==> src/rtl/fpcvt_arbiter_if.sv <==
// Requester / result bus for fpcvt_arbiter.
// out_sat exists only when FPCVT_ARB_SAT_FLAG_EN is defined.
interface fpcvt_arbiter_if #(
  parameter int unsigned N_REQ = 4,
  parameter int unsigned IDW   = 2
);
  logic [N_REQ-1:0]    req_valid;
  logic [13*N_REQ-1:0] req_data;
  logic [N_REQ-1:0]    req_ready;
  logic                out_valid;
  logic                out_ready;
  logic                out_s;
  logic [2:0]          out_e;
  logic [4:0]          out_f;
  logic [IDW-1:0]      out_id;
  logic                busy;
`ifdef FPCVT_ARB_SAT_FLAG_EN
  logic                out_sat;
`endif

  modport master (
    output req_valid, req_data, out_ready,
    input  req_ready, out_valid, out_s, out_e, out_f, out_id, busy
`ifdef FPCVT_ARB_SAT_FLAG_EN
    , input out_sat
`endif
  );

  modport slave (
    input  req_valid, req_data, out_ready,
    output req_ready, out_valid, out_s, out_e, out_f, out_id, busy
`ifdef FPCVT_ARB_SAT_FLAG_EN
    , output out_sat
`endif
  );
endinterface

==> src/rtl/fpcvt_arbiter.sv <==
// Round-robin shared 13-bit linear -> S/E3/F5 float converter with registered, tagged result.
// Define FPCVT_ARB_SAT_FLAG_EN to add the out_sat clamp flag.
module fpcvt (
  input  logic [12:0] i_d,
  output logic        o_s,
  output logic [2:0]  o_e,
  output logic [4:0]  o_f
`ifdef FPCVT_ARB_SAT_FLAG_EN
  , output logic      o_sat
`endif
);
  logic [12:0] w_mag;
  logic [3:0]  w_msb;
  logic [3:0]  w_eraw;
  logic [3:0]  w_efin;
  logic [4:0]  w_sh;
  logic        w_rbit;
  logic [5:0]  w_sum;
  logic        w_ovf;

  always_comb begin
    w_mag = i_d[12] ? (~i_d + 13'd1) : i_d;
    w_msb = '0;
    for (int unsigned b = 0; b < 13; b++) begin
      if (w_mag[b]) w_msb = 4'(b);
    end
    w_eraw = (w_msb > 4'd4) ? (w_msb - 4'd4) : '0;
    w_sh   = 5'(w_mag >> w_eraw);
    w_rbit = (w_eraw != '0) ? w_mag[w_eraw - 4'd1] : 1'b0;
    // rounding carry out of the significand bumps the exponent
    w_sum  = {1'b0, w_sh} + {5'b0, w_rbit};
    w_efin = w_sum[5] ? (w_eraw + 4'd1) : w_eraw;
    w_ovf  = w_efin[3];
    o_s    = i_d[12];
    if (w_ovf) begin
      o_e = 3'd7;
      o_f = 5'd31;
    end else begin
      o_e = w_efin[2:0];
      o_f = w_sum[5] ? 5'b10000 : w_sum[4:0];
    end
  end

`ifdef FPCVT_ARB_SAT_FLAG_EN
  assign o_sat = w_ovf;
`endif
endmodule

module fpcvt_arbiter #(
  parameter int unsigned N_REQ = 4,
  parameter int unsigned IDW   = 2
) (
  input logic             clk,
  input logic             rst_n,
  fpcvt_arbiter_if.slave  bus
);
  typedef enum logic [1:0] {IDLE, CONV, OUT} state_t;

  state_t            r_state;
  state_t            w_state_nxt;
  logic [IDW-1:0]    r_ptr;
  logic [IDW-1:0]    r_id;
  logic [12:0]       r_op;
  logic              r_out_valid;
  logic              r_out_s;
  logic [2:0]        r_out_e;
  logic [4:0]        r_out_f;
  logic [IDW-1:0]    r_out_id;

  logic              w_found;
  logic [IDW-1:0]    w_grant;
  logic [IDW-1:0]    w_idx;
  logic [12:0]       w_op_sel;
  logic [N_REQ-1:0]  w_req_ready;
  logic              w_accept;
  logic              w_load;
  logic              w_release;
  logic              w_cvt_s;
  logic [2:0]        w_cvt_e;
  logic [4:0]        w_cvt_f;

`ifdef FPCVT_ARB_SAT_FLAG_EN
  logic              r_out_sat;
  logic              w_cvt_sat;
`endif

  fpcvt u_cvt (
    .i_d   (r_op),
    .o_s   (w_cvt_s),
    .o_e   (w_cvt_e),
    .o_f   (w_cvt_f)
`ifdef FPCVT_ARB_SAT_FLAG_EN
    , .o_sat (w_cvt_sat)
`endif
  );

  // First valid requester searching upward from ptr+1, wrapping at N_REQ.
  always_comb begin
    w_found = 1'b0;
    w_grant = '0;
    w_idx   = '0;
    for (int unsigned i = 1; i <= N_REQ; i++) begin
      w_idx = IDW'((32'(r_ptr) + i) % N_REQ);
      if (!w_found && bus.req_valid[w_idx]) begin
        w_found = 1'b1;
        w_grant = w_idx;
      end
    end
  end

  always_comb begin
    w_op_sel = '0;
    for (int unsigned i = 0; i < N_REQ; i++) begin
      if (w_grant == IDW'(i)) w_op_sel = bus.req_data[13*i +: 13];
    end
  end

  always_ff @(posedge clk) begin
    if (!rst_n) r_state <= IDLE;
    else        r_state <= w_state_nxt;
  end

  always_comb begin
    w_state_nxt = r_state;
    w_req_ready = '0;
    w_accept    = 1'b0;
    w_load      = 1'b0;
    w_release   = 1'b0;
    case (r_state)
      IDLE: begin
        if (w_found) begin
          w_req_ready[w_grant] = 1'b1;
          w_accept             = 1'b1;
          w_state_nxt          = CONV;
        end
      end
      CONV: begin
        w_load      = 1'b1;
        w_state_nxt = OUT;
      end
      OUT: begin
        if (r_out_valid && bus.out_ready) begin
          w_release   = 1'b1;
          w_state_nxt = IDLE;
        end
      end
      default: w_state_nxt = IDLE;
    endcase
    if (!rst_n) w_req_ready = '0;
  end

  always_ff @(posedge clk) begin
    if (!rst_n) begin
      r_ptr       <= IDW'(N_REQ - 1);
      r_id        <= '0;
      r_op        <= '0;
      r_out_valid <= 1'b0;
      r_out_s     <= 1'b0;
      r_out_e     <= '0;
      r_out_f     <= '0;
      r_out_id    <= '0;
`ifdef FPCVT_ARB_SAT_FLAG_EN
      r_out_sat   <= 1'b0;
`endif
    end else begin
      if (w_accept) begin
        r_op  <= w_op_sel;
        r_id  <= w_grant;
        r_ptr <= w_grant;
      end
      if (w_load) begin
        r_out_valid <= 1'b1;
        r_out_s     <= w_cvt_s;
        r_out_e     <= w_cvt_e;
        r_out_f     <= w_cvt_f;
        r_out_id    <= r_id;
`ifdef FPCVT_ARB_SAT_FLAG_EN
        r_out_sat   <= w_cvt_sat;
`endif
      end
      if (w_release) r_out_valid <= 1'b0;
    end
  end

  assign bus.req_ready = w_req_ready;
  assign bus.out_valid = r_out_valid;
  assign bus.out_s     = r_out_s;
  assign bus.out_e     = r_out_e;
  assign bus.out_f     = r_out_f;
  assign bus.out_id    = r_out_id;
  assign bus.busy      = rst_n && (r_state != IDLE);
`ifdef FPCVT_ARB_SAT_FLAG_EN
  assign bus.out_sat   = r_out_sat;
`endif
endmodule

==> src/flat_wrapper.sv <==
// flat-port wrapper written by rule: the top's interface ports become plain ports
module fpcvt_arbiter_flat 
#(
  parameter int unsigned N_REQ = 4,
  parameter int unsigned IDW   = 2
)
  (clk, rst_n, bus_req_valid, bus_req_data, bus_out_ready, bus_req_ready, bus_out_valid, bus_out_s, bus_out_e, bus_out_f, bus_out_id, bus_busy);
  fpcvt_arbiter_if #(.N_REQ(N_REQ), .IDW(IDW)) bus_i ();
  input logic clk;
  input logic rst_n;
  input wire logic [$bits(bus_i.req_valid)-1:0] bus_req_valid;
  input wire logic [$bits(bus_i.req_data)-1:0] bus_req_data;
  input wire logic [$bits(bus_i.out_ready)-1:0] bus_out_ready;
  output wire logic [$bits(bus_i.req_ready)-1:0] bus_req_ready;
  output wire logic [$bits(bus_i.out_valid)-1:0] bus_out_valid;
  output wire logic [$bits(bus_i.out_s)-1:0] bus_out_s;
  output wire logic [$bits(bus_i.out_e)-1:0] bus_out_e;
  output wire logic [$bits(bus_i.out_f)-1:0] bus_out_f;
  output wire logic [$bits(bus_i.out_id)-1:0] bus_out_id;
  output wire logic [$bits(bus_i.busy)-1:0] bus_busy;
  assign bus_i.req_valid = bus_req_valid;
  assign bus_i.req_data = bus_req_data;
  assign bus_i.out_ready = bus_out_ready;
  assign bus_req_ready = bus_i.req_ready;
  assign bus_out_valid = bus_i.out_valid;
  assign bus_out_s = bus_i.out_s;
  assign bus_out_e = bus_i.out_e;
  assign bus_out_f = bus_i.out_f;
  assign bus_out_id = bus_i.out_id;
  assign bus_busy = bus_i.busy;
  fpcvt_arbiter #(.N_REQ(N_REQ), .IDW(IDW)) u_core (.clk(clk), .rst_n(rst_n), .bus(bus_i));
endmodule
==> config.mk <==
export PLATFORM = sky130hd
export DESIGN_NAME = fpcvt_arbiter_flat
export DESIGN_NICKNAME = d
export VERILOG_FILES = /design/src/rtl/fpcvt_arbiter_if.sv /design/src/rtl/fpcvt_arbiter.sv /design/src/flat_wrapper.sv
export SDC_FILE = /design/constraint.sdc
export NUM_CORES = 1
export LEC_CHECK = 0
export ABC_AREA = 1
export CAP_MARGIN = 25
export CELL_PAD_IN_SITES_DETAIL_PLACEMENT = 0
export CELL_PAD_IN_SITES_GLOBAL_PLACEMENT = 2
export CORE_MARGIN = 2
export CORE_UTILIZATION = 26
export CTS_CLUSTER_DIAMETER = 40
export DETAILED_ROUTE_END_ITERATION = 10
export GPL_TIMING_DRIVEN = 1
export MAX_ROUTING_LAYER = met4
export PLACE_DENSITY_LB_ADDON = 0.2
export RECOVER_POWER = 50
export REMOVE_ABC_BUFFERS = 1
export SLEW_MARGIN = 20
export SYNTH_ARGS = -nofsm -noshare
export SYNTH_HDL_FRONTEND = slang
export SYNTH_SLANG_ARGS = --single-unit
==> constraint.sdc <==
create_clock -name clk -period 4.71 [get_ports clk]
set_input_delay 1.1775 -clock clk [delete_from_list [all_inputs] [get_ports clk]]
set_output_delay 1.1775 -clock clk [all_outputs]
set_load 0.01 [all_outputs]
==> impl_metrics.py, run 1 <==
metrics = {
    "layout": {
        "syn2layout_area_growth_pct": 37.9,
        "fill_cells": 1243,
        "nNetsFinal": 633,
        "diodes": 0,
        "fin_cells": 711,
        "drive_above_1_share_pct": 12.3,
    },
    "clock_network": {
        "postCtsSetupBuffers": 0,
        "cts_tree": "built",
        "clkSinkCount": 31,
        "cts_buffers": 5,
        "cts_max_level": 2,
        "insertion_delay_ns": 0.27,
        "clockRootBuffer": "clkbuf_16",
        "cts-resized-gates": 0,
        "holdBufCountCts": 0,
        "clk_pin_slew_worst_paths_ns": 0.05,
        "clockBufferDepth": 2,
    },
    "synthesis": {
        "synthCells": 482,
        "synth.distinct_cells": 44,
        "synth_flop_cell": "dfxtp_1",
        "synth_top_cell_area_share_pct": 20.9,
        "avgSynthCellArea_um2": 6.17,
        "yosysMostFrequentCell": "nand2_1",
        "yosys_warnings": 0,
        "synth_commonest_cells": "128 x nand2_1, 64 x inv_1, 58 x nor2_1, 41 x nand3_1, 31 x dfxtp_1",
        "synth.area.top_cells": "dfxtp_1 21%, nand2_1 16%, inv_1 8.1%, nor2_1 7.3%, nand3_1 6.9%",
        "synth-async-reset-ratio_pct": 0,
        "ys_seq_area_share_pct": 20.9,
        "synth_area_mm2": 0.00297,
        "synth-seq-cells": 31,
        "yosys.area.top_type": "dfxtp_1",
        "synth_edf_count": 0,
    },
    "critical_path": {
        "rrSetupSlack_ns": 0.46,
        "r2r_start": "u_core.r_op[0]",
        "critPathKind": "primary input to primary output",
        "arrival_ns": 3.19,
        "crit_fanout": 4,
        "rr_worst_depth": 31,
        "crit-reg2reg-capture": "u_core.bus.out_f[4]",
        "worstSetupEndpoint": "bus_req_ready[2]",
        "cp.required_ns": 3.53,
        "endpoint_kind": "primary output",
        "crit_start": "bus_req_valid[3]",
        "startpoint_type": "primary input",
    },
    "timing": {
        "setup_violations": 0,
        "post-route-min-period_ns": 4.36,
        "rsz0062_at_grt": "false",
        "final_max_slew_viol_count": 0,
        "skew_ns": 0.00537,
        "hold_viol_final": 0,
        "setup_tns_ns": 0,
        "max_slew_margin_pct": 42.7,
        "tightest_slew_ns": 0.856,
        "period_share_pct": 92.7,
        "fmax_mhz": 229,
    },
    "die": {
        "initial_core_util_pct": 26.4,
        "pin_count": 76,
        "row_count": 39,
        "core_mm2": 0.0113,
        "fp.dieArea_mm2": 0.0123,
        "die_x_um": 111,
        "die_height_um": 111,
    },
    "route": {
        "wire_per_inst_um": 12.4,
        "maxUsedRoutingLayer": "met4",
        "drt_first_iter_violations": 94,
        "drt_drc_violations_left": 0,
        "viasPerCell": 4.56,
        "met2RoutedLength_mm": 4.15,
        "wirelength_mm": 8.79,
        "via_count": 3240,
        "met1_length_mm": 4.22,
        "wl_met3_um": 322,
        "dr.pass1.iters": 4,
        "postRouteAntennaNets": 0,
    },
    "global_routing": {
        "grt_usage_pct": 15.2,
        "antenna_found_initial": 0,
        "grt_pass1_vias": 3259,
        "grt_first_pass_wirelength_mm": 15.0,
        "grt_overflow_total": 0,
        "grt_max_degree": 27,
    },
    "placement": {
        "gp_congestion": 0.854,
        "dp.cells": 704,
        "dp_hpwl_mm": 7.34,
        "portBuffers": 75,
    },
    "run": {
        "drv_cap": 0,
    },
    "outcome": {
        "outcome": "finished, final reports clean",
    },
    "hold_path": {
        "hold_path_class": "flip-flop to flip-flop",
    },
}
==> worst min-delay path by stage <==
stage	from	to	depth (start not counted)
floorplan	u_core.r_id[0]	u_core.r_id[0]	2
global placement	u_core.r_id[1]	u_core.r_id[1]	2
detailed placement	u_core.r_id[0]	u_core.r_id[0]	2
CTS	u_core.r_id[0]	u_core.r_id[0]	2
global route	u_core.r_id[1]	u_core.r_id[1]	2
finish	u_core.r_id[0]	u_core.r_id[0]	2
==> layout by cell type, fill, tap and decap left out, types with 6 or more instances in the layout <==
cell / netlist / routed
dlygate4sd3_1: 0 / 14
inv_1: 64 / 63
nor2_4: 6 / 7
ha_1: 6 / 6
buf_4: 0 / 12
a31oi_1: 9 / 9
a221oi_1: 8 / 8
clkdlybuf4s50_1: 0 / 57
dfxtp_1: 31 / 31
o21ai_0: 22 / 22
a21oi_1: 22 / 22
nand3_1: 41 / 41
nand2_1: 128 / 128
nand4_1: 8 / 8
nor2_1: 58 / 57
nand2_2: 16 / 16
==> metal layers <==
metal | track usage (%) | vias up
li1 | - | 1737
met2 | 25.6 | 69
met4 | 4.00 | 0
met3 | 1.91 | 5
met1 | 19.2 | 1429
met5 | - | -
==> registers in the layout (all words and copies together) (netlist names) <==
name and count:
u_core.bus.out_e 3, u_core.bus.out_f 5, u_core.r_op 13, u_core.bus.out_s 1
u_core.r_ptr 2, u_core.bus.out_valid 1, u_core.bus.out_id 2, u_core.r_id 2
u_core.r_state 2
==> metrics by stage <==
| stage | hold WS [ns] | utilization, % | instance area, µm² | setup slack (ns) |
|---|---|---|---|---|
| 2_1_floorplan | 0.446 | - | 2900 | 0.569 |
| 3_3_place_gp | 0.455 | 35.1 | 3950 | 0.123 |
| 3_5_place_dp | 0.458 | 35.1 | 3950 | 0.103 |
| 4_1_cts | 0.464 | 36.4 | 4100 | 0.0782 |
| 5_1_grt | 0.487 | 36.3 | 4100 | 0.0527 |
| 6_report | 0.465 | 36.3 | 4100 | 0.346 |
==> area by class of cell <==
class | count | area (µm²) | share of cell area, %
multi-input cells | 370 | 2020 | 49.4
repair buffers | 92 | 870 | 21.2
flip-flops and latches | 31 | 621 | 15.1
inverters | 68 | 259 | 6.32
well taps | 143 | 179 | 4.37
clock buffers | 6 | 139 | 3.39
clock inverters | 1 | 5.00 | 0.122
==> critical path: stages <==
cell	delay [ns]
dlygate4sd3_1	0.55
mux2i_1	0.19
nor2_1	0.06
a21oi_1	0.16
inv_1	0.06
nor2_1	0.11
nand2_1	0.10
nor2_1	0.09
inv_1	0.06
nand3_1	0.11
clkbuf_1	0.17
nand2_1	0.10
nor2_1	0.09
dlymetal6s2s_1	0.16
==> cell families (layout without fill, tap and decap cells) <==
group / Yosys count / count (layout) / synth area share [%]
and+or+nand+nor: 278 / 278 / 45.1
buffers and inverters: 81 / 167 / 11.2
AOI/OAI and AO/OA: 76 / 76 / 16.9
DFF: 31 / 31 / 20.9
adders and majority gates: 6 / 6 / 2.53
xor gates and xnor gates: 6 / 6 / 2.02
muxes: 4 / 4 / 1.35
Power of run 1 is left out: the tool's default activity adds up to more than one toggle a clock period on the data nets, which glitch-free logic cannot reach.
==> run 2: changes to the inputs <==
--- a/config.mk
+++ b/config.mk
@@ -6,11 +6,11 @@
 export NUM_CORES = 1
 export LEC_CHECK = 0
 export ABC_AREA = 1
-export CAP_MARGIN = 25
 export CELL_PAD_IN_SITES_DETAIL_PLACEMENT = 0
 export CELL_PAD_IN_SITES_GLOBAL_PLACEMENT = 2
 export CORE_MARGIN = 2
 export CORE_UTILIZATION = 26
+export CTS_BUF_LIST = sky130_fd_sc_hd__clkbuf_8
 export CTS_CLUSTER_DIAMETER = 40
 export DETAILED_ROUTE_END_ITERATION = 10
 export GPL_TIMING_DRIVEN = 1
==> impl_metrics.py, run 2 (same netlist as run 1, synthesis figures left out) <==
metrics = {
    "outcome": {
        "outcome": "finished, final reports clean",
    },
    "placement": {
        "gp_congestion": 0.854,
        "dp.cells": 704,
        "dp_hpwl_mm": 7.34,
        "portBuffers": 75,
        "post-place-ws_ns": 0.103,
    },
    "hold_path": {
        "hold_path_class": "flip-flop to flip-flop",
    },
    "die": {
        "die_x_um": 111,
        "initial_core_util_pct": 26.4,
        "core_mm2": 0.0113,
        "row_count": 39,
        "fp.dieArea_mm2": 0.0123,
        "die_height_um": 111,
        "pin_count": 76,
    },
    "route": {
        "wirelength_mm": 8.77,
        "wire_per_inst_um": 12.3,
        "drt_first_iter_violations": 87,
        "via_count": 3237,
        "drt_drc_violations_left": 0,
        "dr.pass1.iters": 4,
        "viasPerCell": 4.55,
        "postRouteAntennaNets": 0,
    },
    "critical_path": {
        "arrival_ns": 3.19,
        "endpoint_kind": "primary output",
        "crit_chain": "dlygate4sd3_1, mux2i_1, nor2_1, a21oi_1, inv_1, nor2_1, nand2_1, nor2_1, inv_1, nand3_1, clkbuf_1, nand2_1, nor2_1, dlymetal6s2s_1",
        "slowest_stage": "dlygate4sd3_1",
        "critPathKind": "primary input to primary output",
        "crit_fanout": 4,
        "slowest_delay_ns": 0.55,
        "cpMostUsedCell": "nor2_1",
        "cp.required_ns": 3.53,
        "startpoint_type": "primary input",
    },
    "global_routing": {
        "use_met3_pct": 1.91,
        "met1_usage_pct": 19.0,
        "use_met2_pct": 25.6,
        "grt_first_pass_wirelength_mm": 14.9,
        "grt_pass1_vias": 3240,
        "gr-max-usage-layer": "met2",
        "grt_max_degree": 27,
        "antenna_found_initial": 0,
        "grt_overflow_total": 0,
        "grt_usage_pct": 15.0,
    },
    "layout": {
        "layout_commonest_cell": "nand2_1",
        "diodes": 0,
        "fill_cells": 1251,
        "seq_area_um2": 621,
        "nNetsFinal": 633,
        "fin_util_pct": 35.8,
        "largest_reg_flops": 13,
        "fin_cells": 711,
        "syn2layout_area_growth_pct": 36.0,
        "drive_above_1_share_pct": 12.3,
        "multi_input_area_mm2": 0.00202,
        "largest_register": "u_core.r_op",
        "layout_common_cells": "128 x nand2_1, 63 x inv_1, 57 x nor2_1, 57 x clkdlybuf4s50_1, 41 x nand3_1",
    },
    "run": {
        "drv_cap": 0,
    },
    "timing": {
        "period_share_pct": 92.7,
        "final_max_slew_viol_count": 0,
        "fmax_mhz": 229,
        "worst_slack_ns": 0.346,
        "tightest_slew_ns": 0.851,
        "setup_violations": 0,
        "setup_tns_ns": 0,
        "max_slew_margin_pct": 43.1,
        "post-route-min-period_ns": 4.36,
        "hold_viol_final": 0,
        "skew_ns": 0.00991,
        "rsz0062_at_grt": "false",
    },
    "clock_network": {
        "cts_buffers": 5,
        "clk_pin_slew_worst_paths_ns": 0.06,
        "cts_tree": "built",
        "clockRootBuffer": "clkbuf_8",
        "cts_max_level": 2,
        "clkSinkCount": 31,
        "holdBufCountCts": 0,
        "insertion_delay_ns": 0.28,
        "clockBufferDepth": 2,
    },
}
[run 2: critical path, delay by kind of cell]
| kind | cells | cell delay (ns) |
|---|---|---|
| AND/OR/NAND/NOR | 7 | 0.66 |
| buffers and inverters | 5 | 1.00 |
| multiplexers | 1 | 0.19 |
| AO/OA/AOI/OAI | 1 | 0.16 |
[run 2: routing by layer]
layer / vias to the layer above / share of wire [%]
met5: - / 0
met4: 0 / 0.63
met3: 2 / 3.3
met2: 68 / 48
met1: 1434 / 48
li1: 1733 / -
[run 2: layout make-up]
type                       count  area share (%)
multi-input combinational    370            50.1
tap                          143            4.43
timing repair buffer          92            21.5
inverter                      68            6.41
sequential                    31            15.4
clock buffer                   6            2.04
clock inverter                 1           0.124
[run 2: final timing paths]
kind	from	end	slack (ns)	cells past startpoint
setup reg to reg	u_core.r_op[0]	u_core.bus.out_f[4]	0.43	31
hold reg to reg	u_core.r_id[0]	u_core.r_id[0]	0.47	2
setup / recovery	bus_req_valid[3]	bus_req_ready[2]	0.35	14
hold / removal	u_core.r_id[0]	u_core.r_id[0]	0.47	2
[run 2: what timing repair did]
action,4_1_cts,5_1_grt
resized for setup,0,7
setup endpoints to repair,0,5
buffers inserted,0,0
[run 2: per-stage QoR]
| stage | instance area (µm²) | hold WS [ns] |
|---|---|---|
| global placement | 3950 | 0.455 |
| finish | 4040 | 0.468 |
| CTS | 4040 | 0.468 |
| detailed placement | 3950 | 0.458 |
| global route | 4040 | 0.490 |
| floorplan | 2900 | 0.446 |
Power of run 2 is left out for the same reason.
==> run 3: changes to the inputs <==
--- a/config.mk
+++ b/config.mk
@@ -11,7 +11,7 @@
 export CORE_MARGIN = 2
 export CORE_UTILIZATION = 26
 export CTS_BUF_LIST = sky130_fd_sc_hd__clkbuf_8
-export CTS_CLUSTER_DIAMETER = 40
+export CTS_CLUSTER_DIAMETER = 120
 export DETAILED_ROUTE_END_ITERATION = 10
 export GPL_TIMING_DRIVEN = 1
 export MAX_ROUTING_LAYER = met4
==> results of run 3 <==
Same layout as run 2: the final DEF is identical, and so are final timing and power.
Power of run 3 is left out for the same reason.
